===== config.mk =====
export PLATFORM = sky130hd
export DESIGN_NAME = stack_param
export DESIGN_NICKNAME = d
export VERILOG_FILES = /design/src/rtl/stack_pkg.sv /design/src/rtl/stack_ptr_ctrl.sv /design/src/rtl/stack_param.sv
export SDC_FILE = /design/constraint.sdc
export NUM_CORES = 1
export LEC_CHECK = 0
export ABC_CLOCK_PERIOD_IN_PS = 5700
export CORE_MARGIN = 4
export CORE_UTILIZATION = 50
export DETAILED_ROUTE_END_ITERATION = 12
export HOLD_SLACK_MARGIN = 0.05
export MAX_ROUTING_LAYER = met4
export PLACE_DENSITY = 0.72
export SLEW_MARGIN = 20
export SYNTH_ARGS = -nofsm -noshare
export SYNTH_HDL_FRONTEND = slang
export SYNTH_SLANG_ARGS = --single-unit

===== constraint.sdc =====
create_clock -name CLK -period 5.7 [get_ports CLK]
set_input_delay 1.14 -clock CLK [delete_from_list [all_inputs] [get_ports CLK]]
set_output_delay 1.14 -clock CLK [all_outputs]
set_load 0.03 [all_outputs]

===== src/rtl/stack_pkg.sv =====
// Shared command encoding and modulo pointer arithmetic for the parametrised LIFO stack.
package stack_pkg;

    typedef enum logic [1:0] {
        CMD_NOP  = 2'b00,
        CMD_PUSH = 2'b01,
        CMD_POP  = 2'b10,
        CMD_GET  = 2'b11
    } stack_cmd_e;

    // (a - b) mod depth, valid for a in [0, depth) and b in [0, depth].
    function automatic int unsigned wrap_sub(int unsigned a, int unsigned b, int unsigned depth);
        return (a >= b) ? (a - b) : (a + depth - b);
    endfunction

endpackage


===== src/rtl/stack_ptr_ctrl.sv =====
// Stack pointer/occupancy tracking and command decode into memory write/read strobes.
// Full-stack PUSH overwrites the oldest entry when STACK_WRAP_EN is defined, else it is rejected.
module stack_ptr_ctrl
    import stack_pkg::*;
#(
    parameter int unsigned DEPTH = 5,
    parameter int unsigned IDX_W = $clog2(DEPTH)
) (
    input  logic             clk,
    input  logic             rst,
    input  stack_cmd_e       cmd,
    input  logic [IDX_W-1:0] index,
    output logic             wr_en,
    output logic [IDX_W-1:0] wr_addr,
    output logic             rd_en,
    output logic [IDX_W-1:0] rd_addr,
    output logic             err,
    output logic [IDX_W:0]   count
);

    localparam logic [IDX_W:0] DEPTH_W = (IDX_W + 1)'(DEPTH);

    logic [IDX_W-1:0] ptr_q, ptr_d;
    logic [IDX_W:0]   count_q, count_d;
    logic [IDX_W:0]   inc_w;
    logic [IDX_W:0]   get_off;
    logic [IDX_W-1:0] ptr_inc, ptr_dec, get_addr;
    logic             full, empty, idx_ok;

    assign full    = (count_q == DEPTH_W);
    assign empty   = (count_q == '0);
    assign wr_addr = ptr_q;
    assign count   = count_q;

    // Address arithmetic stays in range for non-power-of-two DEPTH.
    always_comb begin
        inc_w    = {1'b0, ptr_q} + (IDX_W + 1)'(1);
        ptr_inc  = (inc_w >= DEPTH_W) ? IDX_W'(inc_w - DEPTH_W) : inc_w[IDX_W-1:0];
        ptr_dec  = IDX_W'(wrap_sub(32'(ptr_q), 32'd1, DEPTH));
        get_off  = {1'b0, index} + (IDX_W + 1)'(1);
        get_addr = IDX_W'(wrap_sub(32'(ptr_q), 32'(get_off), DEPTH));
        idx_ok   = ({1'b0, index} < count_q);
    end

    always_comb begin
        ptr_d   = ptr_q;
        count_d = count_q;
        wr_en   = 1'b0;
        rd_en   = 1'b0;
        err     = 1'b0;
        rd_addr = ptr_dec;
        unique case (cmd)
            CMD_NOP: begin
            end
            CMD_PUSH: begin
                if (!full) begin
                    wr_en   = 1'b1;
                    ptr_d   = ptr_inc;
                    count_d = count_q + (IDX_W + 1)'(1);
                end else begin
`ifdef STACK_WRAP_EN
                    wr_en = 1'b1;
                    ptr_d = ptr_inc;
`else
                    err = 1'b1;
`endif
                end
            end
            CMD_POP: begin
                if (!empty) begin
                    rd_en   = 1'b1;
                    rd_addr = ptr_dec;
                    ptr_d   = ptr_dec;
                    count_d = count_q - (IDX_W + 1)'(1);
                end else begin
                    err = 1'b1;
                end
            end
            CMD_GET: begin
                if (idx_ok) begin
                    rd_en   = 1'b1;
                    rd_addr = get_addr;
                end else begin
                    err = 1'b1;
                end
            end
            default: begin
            end
        endcase
    end

    always_ff @(posedge clk or posedge rst) begin
        if (rst) begin
            ptr_q   <= '0;
            count_q <= '0;
        end else begin
            ptr_q   <= ptr_d;
            count_q <= count_d;
        end
    end

endmodule


===== src/rtl/stack_param.sv =====
// Parametrised LIFO stack with push/pop/indexed-get; holds the storage and registered outputs.
// Optional macro STACK_WRAP_EN makes a full-stack PUSH overwrite the oldest entry.
module stack_param
    import stack_pkg::*;
#(
    parameter int unsigned WIDTH = 4,
    parameter int unsigned DEPTH = 5,
    localparam int unsigned IDX_W = $clog2(DEPTH)
) (
    input  logic             CLK,
    input  logic             RESET,
    input  logic [1:0]       COMMAND,
    input  logic [IDX_W-1:0] INDEX,
    input  logic [WIDTH-1:0] DIN,
    output logic [WIDTH-1:0] DOUT,
    output logic             DOUT_VALID,
    output logic             ERR,
    output logic             FULL,
    output logic             EMPTY,
    output logic [IDX_W:0]   COUNT
);

    logic [WIDTH-1:0] mem [DEPTH];
    logic             wr_en;
    logic [IDX_W-1:0] wr_addr;
    logic             rd_en;
    logic [IDX_W-1:0] rd_addr;
    logic             err_c;
    logic [IDX_W:0]   count;

    stack_ptr_ctrl #(
        .DEPTH (DEPTH),
        .IDX_W (IDX_W)
    ) u_ptr_ctrl (
        .clk     (CLK),
        .rst     (RESET),
        .cmd     (stack_cmd_e'(COMMAND)),
        .index   (INDEX),
        .wr_en   (wr_en),
        .wr_addr (wr_addr),
        .rd_en   (rd_en),
        .rd_addr (rd_addr),
        .err     (err_c),
        .count   (count)
    );

    // Flags decode only from registered occupancy.
    assign COUNT = count;
    assign FULL  = (count == (IDX_W + 1)'(DEPTH));
    assign EMPTY = (count == '0);

    always_ff @(posedge CLK or posedge RESET) begin
        if (RESET) begin
            for (int unsigned i = 0; i < DEPTH; i++) begin
                mem[i] <= '0;
            end
            DOUT       <= '0;
            DOUT_VALID <= 1'b0;
            ERR        <= 1'b0;
        end else begin
            if (wr_en) begin
                mem[wr_addr] <= DIN;
            end
            if (rd_en) begin
                DOUT <= mem[rd_addr];
            end
            DOUT_VALID <= rd_en;
            ERR        <= err_c;
        end
    end

endmodule

==> Yosys cells after proc, flatten, opt, wreduce, memory -nomap -nowiden <==
Cells that the tools add are included.
Widths: inputs -> output; s select.
{ "classes": {"addsub": 10, "magnitude_cmp": 7, "n_eq_ne": 6, "muxes": 26, "n_bitwise": 2, "reduce_logical": 4} }
{ "ops": {"columns": ["cell", "count"], "rows": [
  ["$mux 3", 7],
  ["$bwmux 20", 1],
  ["$mux 4", 5],
  ["$bmux 4 s3", 1],
  ["$demux 4 s3", 1],
  ["$add 3x1->4 const B", 2],
  ["$ge 4x4->1 const B", 2],
  ["$not 3->4", 2],
  ["$pmux 4 s2", 1],
  ["$mux 1", 7],
  ["$pmux 3 s2", 1],
  ["$sub 3x1->3 const B", 2],
  ["$sub 3x3->3", 2],
  ["$add 4x1->4 const B", 1],
  ["$eq 2x2->1 const B", 2],
  ["$eq 4x3->1 const B", 1],
  ["$ge 3x4->1", 1],
  ["$ge 4x3->1 const B", 1],
  ["$logic_not 4->1", 1],
  ["$lt 3x4->1", 1],
  ["$lt 4x1->1 const B", 1],
  ["$ne 2x2->1 const B", 2],
  ["$sub 4x1->4 const B", 1],
  ["$add 3x3->3 const B", 1],
  ["other kinds (8)", 8]
]} }
{ "word_totals": {"regBits": 33, "inputBits": 11, "out_inout_bits": 12, "wordCells": 65} }

==> Longest topological paths before layout <==
Gate-level depths: netlist of run 1.
{ "depth": {"depth_word": 9, "mapped_depth": 15, "ltp_nobuf": 15} }

==> Hierarchy <==
A second synthesis of run 1 with hierarchy kept.
{ "unflattened": {"cells_unflattened": 185, "hier_area_um2": 2124.5} }
{ "by_module_without_submodules": {"columns": ["mod", "n_inst", "cells_each", "area_each_um2", "seq_area_each_um2"], "rows": [
  ["stack_param", 1, 78, 1172.4, 650.6],
  ["stack_ptr_ctrl", 1, 107, 952.2, 175.2]
]} }

==> Least setup slack after synthesis of run 1 <==
No wires, ideal clock.
{ "synth_path": {"path_type": "input port to flip-flop", "from": "input port INDEX[0]", "to": "register DOUT[0]", "setup_ns": 0.126, "arrival_ns": 3.927, "t_required_ns": 5.574, "setup_slack_ns": 1.647, "cell_stages": 15, "path_buffers": 0, "path_cell_list": "ha_1 xnor2_1 ha_1 nand2_1 o21ai_0 nand2_1 xnor2_1 ha_1 fa_1 xor2_1 xnor2_1 o21bai_1 mux2i_1 o2111a_1 a221o_1"} }
{ "synth_via": {"elab_chain_len": 9, "elab_cells_between_ends": 14, "cone_classes": "add/sub: 3; order compare: 2; mux: 8; bitwise: 1"} }
{ "synth_rtl": {"columns": ["item", "line_no", "text"], "rows": [
  ["start, declared", "stack_param.sv:13", "input logic [IDX_W-1:0] INDEX,"],
  ["$add 3x1->4", "stack_ptr_ctrl.sv:40", "get_off = {1'b0, index} + (IDX_W + 1)'(1);"],
  ["$ge 3x4->1 / $sub 3x3->3 (equally long branches)", "stack_pkg.sv:13", "return (a >= b) ? (a - b) : (a + depth - b);"],
  ["$mux 3", "stack_pkg.sv:13", null],
  ["$mux 3", "stack_ptr_ctrl.sv:80", "if (idx_ok) begin"],
  ["$mux 3", null, null],
  ["$not 3->4 (not written as such)", "stack_param.sv:65", "DOUT <= mem[rd_addr];"],
  ["$bmux 4 s3", "stack_param.sv:65", null],
  ["$mux 4 (not written as such) (2 in a row)", "stack_param.sv:65", null],
  ["end signal, assigned", "stack_param.sv:65", null],
  ["end, declared", "stack_param.sv:15", "output logic [WIDTH-1:0] DOUT,"]
]} }
Parallel ways exist; a longest one is shown, timed or not. The select of a mux whose other input is x is not followed.
A chain may end at the register's enable or synchronous reset.

==> Worst setup path after layout of run 1 <==
{ "layout_path": {"from": "input port INDEX[0]", "to": "register DOUT[1]"} }
The elaborated chain is that of the path after synthesis.

==> results of run 1 <==
final cells by class:
class / count / area share
Multi-Input combinational cell: 127 / 0.471
Sequential cell: 33 / 0.342
Timing Repair Buffer: 23 / 0.0942
Clock buffer: 7 / 0.0357
Tap cell: 48 / 0.0248
Inverter: 13 / 0.0202
Clock inverter: 1 / 0.0124
sequential cells by signal, indices dropped and copies added, names as in the netlist:
register / count
ERR: 1
u_ptr_ctrl.count: 4
DOUT_VALID: 1
DOUT: 4
u_ptr_ctrl.wr_addr: 3
mem: 20
cell families after synthesis:
| family | share of synthesized area |
|---|---|
| compound gates | 0.140 |
| xor+xnor | 0.0474 |
| fa+ha+maj | 0.0998 |
| buf+inv | 0.0333 |
| flops | 0.406 |
| mux | 0.180 |
| simple gates | 0.0936 |
layer usage:
layer  GRT usage  vias to the layer above  wire length (um)
met5           -                        -                 0
met4      0.0522                        0                44
met3      0.0421                        8               200
met2       0.274                       37              1960
met1       0.244                      708              1950
li1            -                      701                 -
stage by stage:
| step | instance area (um2) | std cells | worst slack (ns) | hold WS, ns | util |
|---|---|---|---|---|---|
| after detailed placement | 2300 | 244 | 0.823 | 0.488 | 0.606 |
| final | 2420 | 252 | 1.13 | 0.497 | 0.636 |
| after global routing | 2420 | 252 | 0.829 | 0.515 | 0.636 |
| after floorplan | 2030 | 178 | 1.65 | 0.471 | - |
| after global placement | 2300 | 244 | 1.02 | 0.481 | 0.606 |
| after CTS | 2420 | 252 | 1.12 | 0.503 | 0.636 |
worst max-delay path, stage by stage:
cell and delay (ns):
clkdlybuf4s50_1 0.46, ha_1 0.36, inv_1 0.07, ha_1 0.28, nand2_1 0.05, o21ai_0 0.22
nand2_1 0.16, xnor2_1 0.17, ha_1 0.21, fa_1 0.37, xor2_1 0.16, xnor2_1 0.27
o21bai_1 0.16, mux2i_1 0.15, o2111a_1 0.29, a221o_1 0.25
how the worst min path moves through the flow:
stage	from	to	slack [ns]	depth (start not counted)
after floorplan	mem[4]	mem[4]	0.47	1
after global placement	mem[12]	mem[12]	0.48	1
after detailed placement	mem[9]	mem[9]	0.49	1
after CTS	mem[9]	mem[9]	0.50	1
after global routing	mem[16]	mem[16]	0.51	1
final	mem[9]	mem[9]	0.50	1
where the power goes:
part	switching (mW)	internal (mW)
clock network	0.0808	0.142
registers	0.0928	0.344
logic	0.412	0.392
cells in the final DEF, fill, tap and decap left out, types with 3 or more instances in the layout:
master	count
dfrtp_1	33
clkdlybuf4s50_1	22
mux2_2	20
inv_1	13
ha_1	13
nand2_1	9
nor2_1	9
a21oi_1	9
xnor2_1	8
nor3_1	7
o21ai_0	6
clkbuf_8	6
mux4_1	4
o2111a_1	4
a221o_1	4
nand2b_1	3
xor2_1	3
==> flow_metrics.py, run 1 <==
metrics = {
    "floorplanning": {
        "dieArea_um2": 5150,
        "dieWidth_um": 71.8,
        "ioPinCount": 23,
        "core_area_um2": 3800,
        "die_h_um": 71.8,
        "start_util": 0.535,
        "fp-row-count": 22,
    },
    "cells_and_area": {
        "diodes": 0,
        "multi_input_area_um2": 1140,
        "fin_nets": 229,
        "n_fill_cell": 303,
        "drive_above_1_share": 0.172,
        "area_growth_pct": 19.0,
        "register_area_um2": 826,
    },
    "clock_tree": {
        "cts_tree": "done",
        "postCtsSetupRepairBufs": 0,
        "path_clk_slew_ns": 0.07,
        "cts_resized": 0,
        "clock_latency_ns": 0.29,
        "clockRootBuffer": "clkbuf_8",
        "ctsHoldBuffers": 0,
        "cts_inserted_buffers": 5,
        "cts_max_level": 2,
        "clkSinkCount": 33,
        "clk_path_buf_depth": 2,
    },
    "yosys": {
        "synth_top_cell_by_area": "dfrtp_1",
        "synth_ff_type": "dfrtp_1",
        "synth_cell_types": 39,
        "yosys_warnings": 0,
        "synth_top_area_frac": 0.406,
        "synth_edf_count": 0,
        "avgSynthCellArea_um2": 11.4,
        "synth.cells.most_frequent": "dfrtp_1, mux2_2, ha_1, inv_1",
        "yosysMostFrequentCell": "dfrtp_1",
        "seq_area_frac_synth": 0.406,
        "syn_area_um2": 2030,
        "synthTopCellsByArea": "dfrtp_1, mux2_2, ha_1, mux4_1, xnor2_1",
        "synth_cells": 178,
        "async_flop_share": 1.00,
        "ys_seq_elements": 33,
        "synth_nets": 204,
    },
    "timing": {
        "fin_tns_setup_ns": 0,
        "fin_crit_ns": 4.57,
        "drv_slew": 0,
        "fmax_mhz": 219,
        "rsz0062_at_grt": "no",
        "finalSetupViolCount": 0,
        "slew_headroom": 0.472,
        "finalClockSkew_ns": 0.0104,
        "finalHoldViolCount": 0,
        "finalCritPeriodShare": 0.802,
        "worstMarginPinSlew_ns": 0.788,
    },
    "global_route": {
        "grt_max_degree": 34,
        "grt_pass1_wl_um": 7070,
        "grt_antenna_before_repair": 0,
        "grt_overflow": 0,
        "grtUsageTotal": 0.181,
        "grt_pass1_vias": 1446,
    },
    "drt": {
        "ant_nets": 0,
        "remaining_drc_errors": 0,
        "vias": 1454,
        "first_pass_iters": 4,
        "vias_per_cell": 5.77,
        "routed_wl_um": 4160,
        "drt-initial-drc-count": 83,
        "wire_per_inst_um": 16.5,
    },
    "setup_path": {
        "r2r_setup_slack_ns": 2.04,
        "crit_arrival_ns": 4.75,
        "crit_start": "INDEX[0]",
        "reg2reg_from": "u_ptr_ctrl.wr_addr[0]",
        "r2r_cells": 14,
        "crit_fanout": 4,
        "r2r_end": "DOUT[1]",
        "worstPathRequired_ns": 5.87,
        "worst_setup_path_end_kind": "flip-flop",
        "crit_end": "DOUT[1]",
        "crit_type": "in -> reg",
        "start_kind": "primary input",
    },
    "flow_run": {
        "maxCapViolCount": 0,
    },
    "min_path": {
        "hold_class": "reg -> reg",
    },
    "place": {
        "io_buffers": 22,
        "gp_congestion": 0.923,
        "dp_hpwl_um": 3180,
    },
    "power_and_ir_drop": {
        "finalPower_mw": 1.46,
        "ir_drop_v": 0.000266,
        "p_leak_nw": 1.10,
        "powerDensity_nw_per_um2": 605,
    },
    "run_status": {
        "status": "completed",
    },
}
Power figures use the tool's default switching activity.
==> run 2, diff against run 1 <==
- ABC_CLOCK_PERIOD_IN_PS: 5700 -> 4100
- PLACE_DENSITY: 0.72 -> 0.75
- clock period: 5.7 -> 4.1 ns (I/O delays scaled with it)
==> run 2 against run 1 <==
Effect of this change: utilization rose by 1.5 points; combinational power up 50%; flip-flop and latch count unchanged; first-iteration DRC count is 40% higher; hold slack improved by 0.0012 ns; cell count is 2.8% higher; critical path depth stayed put; non-clock buffer count grew 9; critical path type unchanged; largest cell class unchanged; highest routed layer unchanged.
==> flow_metrics.py, run 2 (same netlist as run 1, synthesis figures left out) <==
metrics = {
    "run_status": {
        "status": "completed",
    },
    "drt": {
        "wire_per_inst_um": 16.3,
        "vias_per_cell": 5.77,
        "vias": 1494,
        "ant_nets": 0,
        "remaining_drc_errors": 0,
        "routed_wl_um": 4220,
        "drt-initial-drc-count": 116,
        "first_pass_iters": 4,
    },
    "timing": {
        "fin_tns_setup_ns": 0,
        "slew_headroom": 0.423,
        "finalClockSkew_ns": 0.00612,
        "worstMarginPinSlew_ns": 0.864,
        "whs_ns": 0.498,
        "finalSetupViolCount": 0,
        "rsz0062_at_grt": "no",
        "drv_slew": 0,
        "finalCritPeriodShare": 0.935,
        "fin_crit_ns": 3.83,
        "fmax_mhz": 261,
        "fin_ws_ns": 0.268,
        "finalHoldViolCount": 0,
    },
    "floorplanning": {
        "core_area_um2": 3800,
        "dieArea_um2": 5150,
        "dieWidth_um": 71.8,
        "die_h_um": 71.8,
        "fp-row-count": 22,
        "start_util": 0.535,
        "ioPinCount": 23,
    },
    "clock_tree": {
        "clkSinkCount": 33,
        "clockRootBuffer": "clkbuf_8",
        "cts_max_level": 2,
        "cts_inserted_buffers": 5,
        "clock_latency_ns": 0.28,
        "path_clk_slew_ns": 0.06,
        "ctsHoldBuffers": 0,
        "clk_path_buf_depth": 2,
        "cts_tree": "done",
    },
    "cells_and_area": {
        "register_area_um2": 826,
        "layout_commonest_cell": "dfrtp_1",
        "layout_common_cells": "dfrtp_1, mux2_2, clkdlybuf4s50_1, inv_1, ha_1",
        "multi_input_area_um2": 1170,
        "stdcell_area_um2": 2470,
        "drive_above_1_share": 0.242,
        "area_growth_pct": 21.8,
        "diodes": 0,
        "fin_nets": 238,
        "n_fill_cell": 287,
        "largest_reg_flops": 20,
        "regMostFlops": "mem",
    },
    "global_route": {
        "grt_max_degree": 24,
        "grt_overflow": 0,
        "grt_pass1_vias": 1534,
        "grtUsageTotal": 0.188,
        "grt_antenna_before_repair": 0,
        "grt_pass1_wl_um": 7360,
    },
    "setup_path": {
        "worst_setup_path_end_kind": "flip-flop",
        "crit_fanout": 4,
        "start_kind": "primary input",
        "crit_type": "in -> reg",
        "r2r_cells": 15,
        "worstPathRequired_ns": 4.27,
        "crit_arrival_ns": 4.00,
    },
    "place": {
        "gp_congestion": 0.921,
        "io_buffers": 22,
        "postPlaceCellArea_um2": 2360,
        "dp_hpwl_um": 3240,
        "pre_cts_ws_ns": -0.304,
    },
    "power_and_ir_drop": {
        "powerDensity_nw_per_um2": 820,
        "ir_drop_v": 0.000331,
        "p_leak_nw": 1.14,
        "finalPower_mw": 2.03,
    },
    "flow_run": {
        "maxCapViolCount": 0,
    },
    "min_path": {
        "hold_class": "reg -> reg",
        "hold_depth": 1,
    },
}
[run 2: cell types whose count changed in the layout (fill, tap and decap cells not counted), sizes merged]
cell / before / now
dlymetal6s2s: 0 / 2
clkbuf: 7 / 5
clkdlybuf4s50: 22 / 20
bufinv: 1 / 0
buf: 1 / 10
clkinv: 0 / 1
[run 2: per-stage QoR]
step,utilization,instances
after global placement,0.622,252
final,0.652,259
after floorplan,-,178
after CTS,0.641,258
after global routing,0.652,259
after detailed placement,0.622,252
[run 2: timing repair]
item,4_1_cts,5_1_grt
setup endpoints to repair,4,4
pin swaps,0,6
resized for setup,1,10
setup buffers,0,1
[run 2: worst paths after layout]
path,start,to,slack (ns)
worst max-delay path,INDEX[2],DOUT[1],0.27
worst min-delay path,mem[8],mem[8],0.50
worst max register to register,u_ptr_ctrl.wr_addr[0],DOUT[1],0.68
min in group asynchronous,RESET,u_ptr_ctrl.count[3],1.01
max in group asynchronous,RESET,mem[1],2.41
worst min register to register,mem[8],mem[8],0.50
[run 2: final cells by class]
| type | count | share of cell area |
|---|---|---|
| Timing Repair Buffer | 32 | 0.121 |
| Clock inverter | 1 | 0.00202 |
| Multi-Input combinational cell | 127 | 0.471 |
| Clock buffer | 5 | 0.0278 |
| Sequential cell | 33 | 0.334 |
| Inverter | 13 | 0.0197 |
| Tap cell | 48 | 0.0243 |
[run 2: per-layer routing]
layer,part of all wire,wire length (um),GRT usage,vias to the layer above
met4,0.012,52,0.0564,0
met5,0,0,-,-
met1,0.45,1910,0.251,744
met2,0.49,2090,0.283,23
met3,0.039,165,0.0477,8
li1,-,-,-,719
[run 2: report_power, final]
| group | leakage (nW) | total (mW) | internal, mW | switching [mW] |
|---|---|---|---|---|
| logic | 0.699 | 1.21 | 0.605 | 0.604 |
| registers | 0.406 | 0.603 | 0.478 | 0.125 |
| clock network | 0.0399 | 0.218 | 0.111 | 0.107 |
| total | 1.14 | 2.03 | 1.19 | 0.835 |
[run 2: critical path: stages]
cell and delay (ns):
clkdlybuf4s50_1 0.46, xnor2_2 0.17, ha_1 0.31, nand2_1 0.08, o21ai_2 0.19, nand2_2 0.08
buf_4 0.14, nor2_2 0.07, a21oi_1 0.07, fa_2 0.37, xor2_1 0.15, xnor2_1 0.27
o21bai_1 0.17, mux2i_2 0.13, o2111a_1 0.26, a221o_1 0.26
